===== src/rtl/param_set_pkg.sv =====
// Shared types, encodings and digit/gain arithmetic for the front-panel settings block.
package param_set_pkg;

    typedef enum logic [2:0] {IDLE, W_U, W_T, W_H, ED_P, ED_I, ED_D} state_t;

    localparam logic [2:0] FLASH_U = 3'd0;
    localparam logic [2:0] FLASH_T = 3'd1;
    localparam logic [2:0] FLASH_H = 3'd2;

    localparam logic [1:0] PID_NONE = 2'd0;
    localparam logic [1:0] PID_P    = 2'd1;
    localparam logic [1:0] PID_I    = 2'd2;
    localparam logic [1:0] PID_D    = 2'd3;

    localparam logic [3:0] DIGIT_MAX = 4'd9;
    localparam logic [9:0] GAIN_MAX  = 10'd99;

    function automatic state_t next_on_mode(input state_t s);
        case (s)
            IDLE:    return W_U;
            W_U:     return W_T;
            W_T:     return W_H;
            W_H:     return ED_P;
            ED_P:    return ED_I;
            ED_I:    return ED_D;
            default: return IDLE;
        endcase
    endfunction

    function automatic logic show_of(input state_t s);
        return (s == W_U) || (s == W_T) || (s == W_H);
    endfunction

    function automatic logic [2:0] flash_of(input state_t s);
        case (s)
            W_T:     return FLASH_T;
            W_H:     return FLASH_H;
            default: return FLASH_U;
        endcase
    endfunction

    function automatic logic [1:0] pid_of(input state_t s);
        case (s)
            ED_P:    return PID_P;
            ED_I:    return PID_I;
            ED_D:    return PID_D;
            default: return PID_NONE;
        endcase
    endfunction

    // Digits and gains wrap around their range; no carry reaches neighbouring digits.
    function automatic logic [3:0] digit_step(input logic [3:0] d, input logic up);
        if (up) return (d == DIGIT_MAX) ? 4'd0 : d + 4'd1;
        else    return (d == 4'd0) ? DIGIT_MAX : d - 4'd1;
    endfunction

    function automatic logic [9:0] gain_step(input logic [9:0] g, input logic up);
        if (up) return (g == GAIN_MAX) ? 10'd0 : g + 10'd1;
        else    return (g == 10'd0) ? GAIN_MAX : g - 10'd1;
    endfunction

    function automatic logic [11:0] warn_value(input logic [3:0] h, input logic [3:0] t,
                                               input logic [3:0] u);
        return 12'(h) * 12'd100 + 12'(t) * 12'd10 + 12'(u);
    endfunction

endpackage


===== src/rtl/param_set_if.sv =====
// Front-panel keys in, display-driver settings out; master is the param_set side.
interface param_set_if;
    logic        key_mode_n;
    logic        key_up_n;
    logic        key_down_n;
    logic        show_flag;
    logic [2:0]  flash_flag;
    logic [11:0] data_warn;
    logic [1:0]  pid_show;
    logic [9:0]  p_data;
    logic [9:0]  i_data;
    logic [9:0]  d_data;
    logic        commit;

    modport master (
        input  key_mode_n, key_up_n, key_down_n,
        output show_flag, flash_flag, data_warn, pid_show, p_data, i_data, d_data, commit
    );

    modport slave (
        output key_mode_n, key_up_n, key_down_n,
        input  show_flag, flash_flag, data_warn, pid_show, p_data, i_data, d_data, commit
    );
endinterface


===== src/rtl/param_set_key_debounce.sv =====
// Two-flop synchronizer plus low-level debounce counter producing one press pulse per press.
// The held output exists only when PARAM_SET_AUTOREPEAT_EN is defined.
module key_debounce #(
    parameter int DEBOUNCE_MS = 20
) (
    input  logic clk_1ms,
    input  logic rst,
    input  logic key_n,
    output logic press
`ifdef PARAM_SET_AUTOREPEAT_EN
    ,
    output logic held
`endif
);

    localparam int CW = $clog2(DEBOUNCE_MS + 1);

    logic          sync_1;
    logic          sync_2;
    logic [CW-1:0] cnt;

    // Counter saturates at DEBOUNCE_MS so the pulse fires only on the first qualifying cycle.
    always_ff @(posedge clk_1ms) begin
        if (rst) begin
            sync_1 <= 1'b1;
            sync_2 <= 1'b1;
            cnt    <= '0;
            press  <= 1'b0;
        end else begin
            sync_1 <= key_n;
            sync_2 <= sync_1;
            press  <= 1'b0;
            if (sync_2) begin
                cnt <= '0;
            end else if (cnt != CW'(DEBOUNCE_MS)) begin
                cnt   <= cnt + 1'b1;
                press <= (cnt == CW'(DEBOUNCE_MS - 1));
            end
        end
    end

`ifdef PARAM_SET_AUTOREPEAT_EN
    assign held = (cnt == CW'(DEBOUNCE_MS));
`endif

endmodule


===== src/rtl/param_set.sv =====
// Key debounce and menu FSM editing the alarm setpoint and PID gains.
// Optional auto-repeat of up/down keys is enabled by defining PARAM_SET_AUTOREPEAT_EN.
module param_set
    import param_set_pkg::*;
#(
    parameter int DEBOUNCE_MS  = 20,
    parameter int TIMEOUT_MS   = 5000,
    parameter int WARN_DEFAULT = 50,
    parameter int P_DEFAULT    = 10,
    parameter int I_DEFAULT    = 5,
    parameter int D_DEFAULT    = 2
) (
    input logic         clk_1ms,
    input logic         rst,
    param_set_if.master panel
);

    localparam int         TO_W  = $clog2(TIMEOUT_MS);
    localparam logic [3:0] RST_U = 4'(WARN_DEFAULT % 10);
    localparam logic [3:0] RST_T = 4'((WARN_DEFAULT / 10) % 10);
    localparam logic [3:0] RST_H = 4'((WARN_DEFAULT / 100) % 10);

    state_t          state;
    logic [3:0]      dig_u;
    logic [3:0]      dig_t;
    logic [3:0]      dig_h;
    logic [TO_W-1:0] to_cnt;
    logic            mode_evt;
    logic            up_press;
    logic            down_press;
    logic            up_evt;
    logic            down_evt;
    logic            any_evt;

`ifdef PARAM_SET_AUTOREPEAT_EN
    localparam int REPEAT_DELAY  = 600;
    localparam int REPEAT_PERIOD = 100;

    logic       mode_held;
    logic       up_held;
    logic       down_held;
    logic       up_rep;
    logic       down_rep;
    logic [9:0] up_rep_cnt;
    logic [9:0] down_rep_cnt;
`endif

    key_debounce #(.DEBOUNCE_MS(DEBOUNCE_MS)) u_mode (
        .clk_1ms (clk_1ms),
        .rst     (rst),
        .key_n   (panel.key_mode_n),
        .press   (mode_evt)
`ifdef PARAM_SET_AUTOREPEAT_EN
        ,
        .held    (mode_held)
`endif
    );

    key_debounce #(.DEBOUNCE_MS(DEBOUNCE_MS)) u_up (
        .clk_1ms (clk_1ms),
        .rst     (rst),
        .key_n   (panel.key_up_n),
        .press   (up_press)
`ifdef PARAM_SET_AUTOREPEAT_EN
        ,
        .held    (up_held)
`endif
    );

    key_debounce #(.DEBOUNCE_MS(DEBOUNCE_MS)) u_down (
        .clk_1ms (clk_1ms),
        .rst     (rst),
        .key_n   (panel.key_down_n),
        .press   (down_press)
`ifdef PARAM_SET_AUTOREPEAT_EN
        ,
        .held    (down_held)
`endif
    );

`ifdef PARAM_SET_AUTOREPEAT_EN
    // First repeat REPEAT_DELAY cycles after the debounced press, then every REPEAT_PERIOD.
    always_ff @(posedge clk_1ms) begin
        if (rst) begin
            up_rep       <= 1'b0;
            down_rep     <= 1'b0;
            up_rep_cnt   <= '0;
            down_rep_cnt <= '0;
        end else begin
            up_rep   <= 1'b0;
            down_rep <= 1'b0;
            if (!up_held) begin
                up_rep_cnt <= '0;
            end else if (up_rep_cnt == 10'(REPEAT_DELAY - 1)) begin
                up_rep     <= 1'b1;
                up_rep_cnt <= 10'(REPEAT_DELAY - REPEAT_PERIOD);
            end else begin
                up_rep_cnt <= up_rep_cnt + 10'd1;
            end
            if (!down_held) begin
                down_rep_cnt <= '0;
            end else if (down_rep_cnt == 10'(REPEAT_DELAY - 1)) begin
                down_rep     <= 1'b1;
                down_rep_cnt <= 10'(REPEAT_DELAY - REPEAT_PERIOD);
            end else begin
                down_rep_cnt <= down_rep_cnt + 10'd1;
            end
        end
    end

    // A held mode key suppresses repeats, keeping mode ahead of up/down.
    assign up_evt   = up_press   | (up_rep   & ~mode_held);
    assign down_evt = down_press | (down_rep & ~mode_held);
`else
    assign up_evt   = up_press;
    assign down_evt = down_press;
`endif

    assign any_evt = mode_evt | up_evt | down_evt;

    always_ff @(posedge clk_1ms) begin
        if (rst) begin
            state            <= IDLE;
            dig_u            <= RST_U;
            dig_t            <= RST_T;
            dig_h            <= RST_H;
            to_cnt           <= '0;
            panel.show_flag  <= 1'b0;
            panel.flash_flag <= FLASH_U;
            panel.pid_show   <= PID_NONE;
            panel.commit     <= 1'b0;
            panel.data_warn  <= 12'(WARN_DEFAULT);
            panel.p_data     <= 10'(P_DEFAULT);
            panel.i_data     <= 10'(I_DEFAULT);
            panel.d_data     <= 10'(D_DEFAULT);
        end else begin
            panel.commit <= 1'b0;
            if (mode_evt) begin
                to_cnt           <= '0;
                state            <= next_on_mode(state);
                panel.show_flag  <= show_of(next_on_mode(state));
                panel.flash_flag <= flash_of(next_on_mode(state));
                panel.pid_show   <= pid_of(next_on_mode(state));
                panel.commit     <= (state == ED_D);
            end else if (any_evt) begin
                // Up and down together still count as activity but edit nothing.
                to_cnt <= '0;
                if (up_evt != down_evt) begin
                    case (state)
                        W_U: begin
                            dig_u           <= digit_step(dig_u, up_evt);
                            panel.data_warn <= warn_value(dig_h, dig_t, digit_step(dig_u, up_evt));
                        end
                        W_T: begin
                            dig_t           <= digit_step(dig_t, up_evt);
                            panel.data_warn <= warn_value(dig_h, digit_step(dig_t, up_evt), dig_u);
                        end
                        W_H: begin
                            dig_h           <= digit_step(dig_h, up_evt);
                            panel.data_warn <= warn_value(digit_step(dig_h, up_evt), dig_t, dig_u);
                        end
                        ED_P:    panel.p_data <= gain_step(panel.p_data, up_evt);
                        ED_I:    panel.i_data <= gain_step(panel.i_data, up_evt);
                        ED_D:    panel.d_data <= gain_step(panel.d_data, up_evt);
                        default: ;
                    endcase
                end
            end else if (state != IDLE) begin
                if (to_cnt == TO_W'(TIMEOUT_MS - 1)) begin
                    to_cnt           <= '0;
                    state            <= IDLE;
                    panel.show_flag  <= 1'b0;
                    panel.flash_flag <= FLASH_U;
                    panel.pid_show   <= PID_NONE;
                    panel.commit     <= 1'b1;
                end else begin
                    to_cnt <= to_cnt + 1'b1;
                end
            end
        end
    end

endmodule


===== src/flat_wrapper.sv =====
// flat-port wrapper written by rule: the top's interface ports become plain ports
module param_set_flat import param_set_pkg::*;
#(
    parameter int DEBOUNCE_MS  = 20,
    parameter int TIMEOUT_MS   = 5000,
    parameter int WARN_DEFAULT = 50,
    parameter int P_DEFAULT    = 10,
    parameter int I_DEFAULT    = 5,
    parameter int D_DEFAULT    = 2
)
  (clk_1ms, rst, panel_key_mode_n, panel_key_up_n, panel_key_down_n, panel_show_flag, panel_flash_flag, panel_data_warn, panel_pid_show, panel_p_data, panel_i_data, panel_d_data, panel_commit);
  param_set_if panel_i ();
  input logic clk_1ms;
  input logic rst;
  input wire logic [$bits(panel_i.key_mode_n)-1:0] panel_key_mode_n;
  input wire logic [$bits(panel_i.key_up_n)-1:0] panel_key_up_n;
  input wire logic [$bits(panel_i.key_down_n)-1:0] panel_key_down_n;
  output wire logic [$bits(panel_i.show_flag)-1:0] panel_show_flag;
  output wire logic [$bits(panel_i.flash_flag)-1:0] panel_flash_flag;
  output wire logic [$bits(panel_i.data_warn)-1:0] panel_data_warn;
  output wire logic [$bits(panel_i.pid_show)-1:0] panel_pid_show;
  output wire logic [$bits(panel_i.p_data)-1:0] panel_p_data;
  output wire logic [$bits(panel_i.i_data)-1:0] panel_i_data;
  output wire logic [$bits(panel_i.d_data)-1:0] panel_d_data;
  output wire logic [$bits(panel_i.commit)-1:0] panel_commit;
  assign panel_i.key_mode_n = panel_key_mode_n;
  assign panel_i.key_up_n = panel_key_up_n;
  assign panel_i.key_down_n = panel_key_down_n;
  assign panel_show_flag = panel_i.show_flag;
  assign panel_flash_flag = panel_i.flash_flag;
  assign panel_data_warn = panel_i.data_warn;
  assign panel_pid_show = panel_i.pid_show;
  assign panel_p_data = panel_i.p_data;
  assign panel_i_data = panel_i.i_data;
  assign panel_d_data = panel_i.d_data;
  assign panel_commit = panel_i.commit;
  param_set #(.DEBOUNCE_MS(DEBOUNCE_MS), .TIMEOUT_MS(TIMEOUT_MS), .WARN_DEFAULT(WARN_DEFAULT), .P_DEFAULT(P_DEFAULT), .I_DEFAULT(I_DEFAULT), .D_DEFAULT(D_DEFAULT)) u_core (.clk_1ms(clk_1ms), .rst(rst), .panel(panel_i));
endmodule

===== config.mk =====
export PLATFORM = sky130hd
export DESIGN_NAME = param_set_flat
export DESIGN_NICKNAME = d
export VERILOG_FILES = /design/src/rtl/param_set_pkg.sv /design/src/rtl/param_set_if.sv /design/src/rtl/param_set_key_debounce.sv /design/src/rtl/param_set.sv /design/src/flat_wrapper.sv
export SDC_FILE = /design/constraint.sdc
export NUM_CORES = 1
export LEC_CHECK = 0
export CAP_MARGIN = 0
export CORE_MARGIN = 2
export CORE_UTILIZATION = 55
export CTS_BUF_LIST = sky130_fd_sc_hd__clkbuf_4
export DETAILED_ROUTE_END_ITERATION = 12
export PLACE_DENSITY = 0.87
export SYNTH_ARGS = -nofsm -noshare
export SYNTH_HDL_FRONTEND = slang
export SYNTH_SLANG_ARGS = --single-unit

===== constraint.sdc =====
create_clock -name clk_1ms -period 4.1 [get_ports clk_1ms]
set_input_delay 0.82 -clock clk_1ms [delete_from_list [all_inputs] [get_ports clk_1ms]]
set_output_delay 0.82 -clock clk_1ms [all_outputs]
set_load 0.02 [all_outputs]

==> impl_metrics.json <==
{
  "outcome": "complete, no violations",
  "p_leak_nw": 3.28,
  "synth_area_leaders": "dfxtp_1 26%, ha_1 14%, nor2_1 5.1%, a21oi_1 4.8%, nand2_1 3.7%",
  "htree_num_levels": 3,
  "antenna_found_initial": 0,
  "skew_ps": 24.1,
  "critical_path_class": "flop to flop",
  "drtIter0Drc": 675,
  "io_pins": 54,
  "drive_gt1_frac": 0.0708,
  "die_w_um": 122,
  "grt_max_degree": 38,
  "final.fill_count": 1185,
  "critPathTopFamily": "adder cells",
  "ys_seq_elements": 100,
  "synth_top_cell_by_area": "dfxtp_1",
  "rows": 43,
  "stdcell_area_um2": 8600,
  "synth_seq_area_share": 0.260,
  "vias": 7200,
  "antennaDiodeCount": 0,
  "max-slew-margin-rel": 0.243,
  "hold_class": "flop to flop",
  "clock_latency_ps": 500,
  "syn_nets": 1069,
  "ys_warn_count": 0,
  "dpl_worst_slack_ps": 72.7,
  "multi_input_area_um2": 5340,
  "final_util": 0.625,
  "post_dp_cell_area_um2": 8350,
  "hold_ws_ps": 428,
  "dieArea_um2": 14900,
  "synth_top_area_frac": 0.260,
  "critical_path_required_ps": 4530,
  "hold_viol": 0,
  "cp_max_fo": 6,
  "cp_common_cell": "ha_1",
  "cp.buffers_inverters": 2,
  "slowest_stage": "mux4_2",
  "setup_tns_ps": 0,
  "root_buffer": "clkbuf_4",
  "design.core.area_um2": 13800,
  "tightestPinTransition_ps": 1130,
  "maxSlewViolCount": 0,
  "syn-cell-area_um2": 7690,
  "worstPathCellList": "inv_1 > ha_1 > o21bai_1 > mux4_2 > inv_1 > ha_1 > ha_2 > fa_2 > xnor2_1 > ha_1 > ha_4 > o21ai_1 > o21a_1 > a211oi_2 > xnor2_1 > a22oi_1 > a311oi_1",
  "worst_setup_path_start_kind": "flop",
  "syn_to_final_growth_pct": 11.9,
  "dp_hpwl_um": 13400,
  "post-route-period-util": 0.980,
  "async_flop_share": 0,
  "synth_cell_types": 69,
  "synthFlopType": "dfxtp_1",
  "firstDrtPassIters": 5,
  "regArea_um2": 2010,
  "drv_cap": 0,
  "cp_slowest_stage_delay_ps": 470,
  "powerDensity_nw_per_um2": 190,
  "grt_pass1_vias": 6223,
  "io_buffers": 52,
  "fmax_ghz": 0.249,
  "via_per_inst": 6.09,
  "clk_path_buf_depth": 2,
  "syn_avg_cell_area_um2": 7.95,
  "routed_wl_um": 18300,
  "min_period_ps": 4020,
  "drc": 0,
  "grt_pass1_wl_um": 29100,
  "end_kind": "flop",
  "place.gp.congestion": 0.926,
  "critPathArrivalTime_ps": 4440,
  "clk_pin_slew_worst_paths_ps": 170,
  "final_cells": 1183,
  "gr-total-overflow": 0,
  "start_util": 0.558,
  "peakVddDrop_mv": 0.245,
  "gr-usage-all-layers": 0.240,
  "die_h_um": 122,
  "cts_tree": "done",
  "netlist_instances": 967,
  "ant_nets": 0,
  "cts_sinks": 100,
  "setup_viol": 0,
  "nets": 1100,
  "power_mw": 1.64,
  "cts_buffers": 9,
  "synth_edf_count": 0,
  "placed_cells": 1166,
  "fin_ws_ps": 83.2,
  "wl_per_cell_um": 15.5
}
-- where the power goes --
group | internal (mW) | switching (mW) | leakage (nW) | total (mW)
registers | 0.976 | 0.00142 | 0.808 | 0.978
clock network | 0.258 | 0.375 | 0.0928 | 0.633
logic | 0.00777 | 0.0182 | 2.38 | 0.0259
-- logic make-up after synthesis --
group / share of synthesized area
DFF: 0.260
and+or+nand+nor: 0.234
AOI/OAI and AO/OA: 0.194
buffers and inverters: 0.0550
other: 0.000488
adders and majority gates: 0.170
xor gates and xnor gates: 0.0660
muxes: 0.0189
-- worst reg2reg max path: stages (launching register included) --
cell,delay (ps)
dfxtp_2,390
inv_1,110
ha_1,200
o21bai_1,80
mux4_2,470
inv_1,70
ha_1,230
ha_2,210
fa_2,380
xnor2_1,130
ha_1,340
ha_4,310
o21ai_1,110
o21a_1,200
a211oi_2,180
xnor2_1,160
a22oi_1,90
a311oi_1,290
-- layer usage --
metal  track usage  vias up  routed length [µm]
met2         0.401      304                8750
met5             0        -                   0
met1         0.315     3325                7890
met3        0.0418       43                1280
met4        0.0783        0                 405
li1              -     3528                   -
-- sequential cells by signal (all words and copies together) (netlist names), 2 cells and up --
register                 cells
u_core.panel.pid_show        2
u_core.panel.i_data         10
u_core.dig_u                 4
u_core.dig_h                 4
u_core.u_up.cnt              5
u_core.panel.p_data         10
u_core.u_mode.cnt            5
u_core.u_down.cnt            5
u_core.state                 3
u_core.dig_t                 4
u_core.panel.d_data         10
u_core.to_cnt               13
u_core.panel.flash_flag      2
u_core.panel.data_warn      12
-- synth_stat cells (8+ instances only) --
cell      count
nor2_1      104
dfxtp_1     100
ha_1         84
nand2_1      75
a21oi_1      73
inv_1        55
o21ai_0      47
nand3_1      40
nor3_1       31
xnor2_1      31
clkbuf_1     28
xor2_1       27
a211oi_1     22
buf_2        14
or3_1        14
a22oi_1      13
fa_1         13
and3_1       12
nand4_1      11
nor2b_1      11
mux2i_1      10
or2_2        10
and2_1        8
nand2b_1      8
o31ai_1       8
-- path summary, 6_finish.rpt --
kind                      startpoint                    endpoint  slack, ps  cells after the start
setup / recovery     u_core.dig_t[0]  u_core.panel.data_warn[10]         80                     17
hold reg to reg   u_core.u_up.sync_1          u_core.u_up.sync_2        430                      1
hold / removal    u_core.u_up.sync_1          u_core.u_up.sync_2        430                      1
setup reg to reg     u_core.dig_t[0]  u_core.panel.data_warn[10]         80                     17
-- cells in the final DEF (no fill, tap or decap), types with 40 or more instances in the layout --
master,n
a21oi_1,73
clkdlybuf4s50_1,51
dfxtp_1,96
ha_1,79
inv_1,54
nand2_1,75
nand3_1,40
nor2_1,104
o21ai_0,45
-- area by class of cell --
type	instances	area share
Tap cell	180	0.0262
Sequential cell	100	0.233
Clock buffer	9	0.00785
Inverter	56	0.0244
Multi-Input combinational cell	762	0.621
Clock inverter	7	0.0127
Timing Repair Buffer	69	0.0748
-- what timing repair did --
| item | in CTS | in global routing |
|---|---|---|
| buffers inserted | 0 | 1 |
| gates resized for setup | 0 | 16 |
| hold buffers | 0 | 0 |
| endpoints found under the hold margin | 0 | 0 |
| endpoints found under the setup margin | 0 | 5 |
Note: power is estimated with default switching activity, not from simulation.
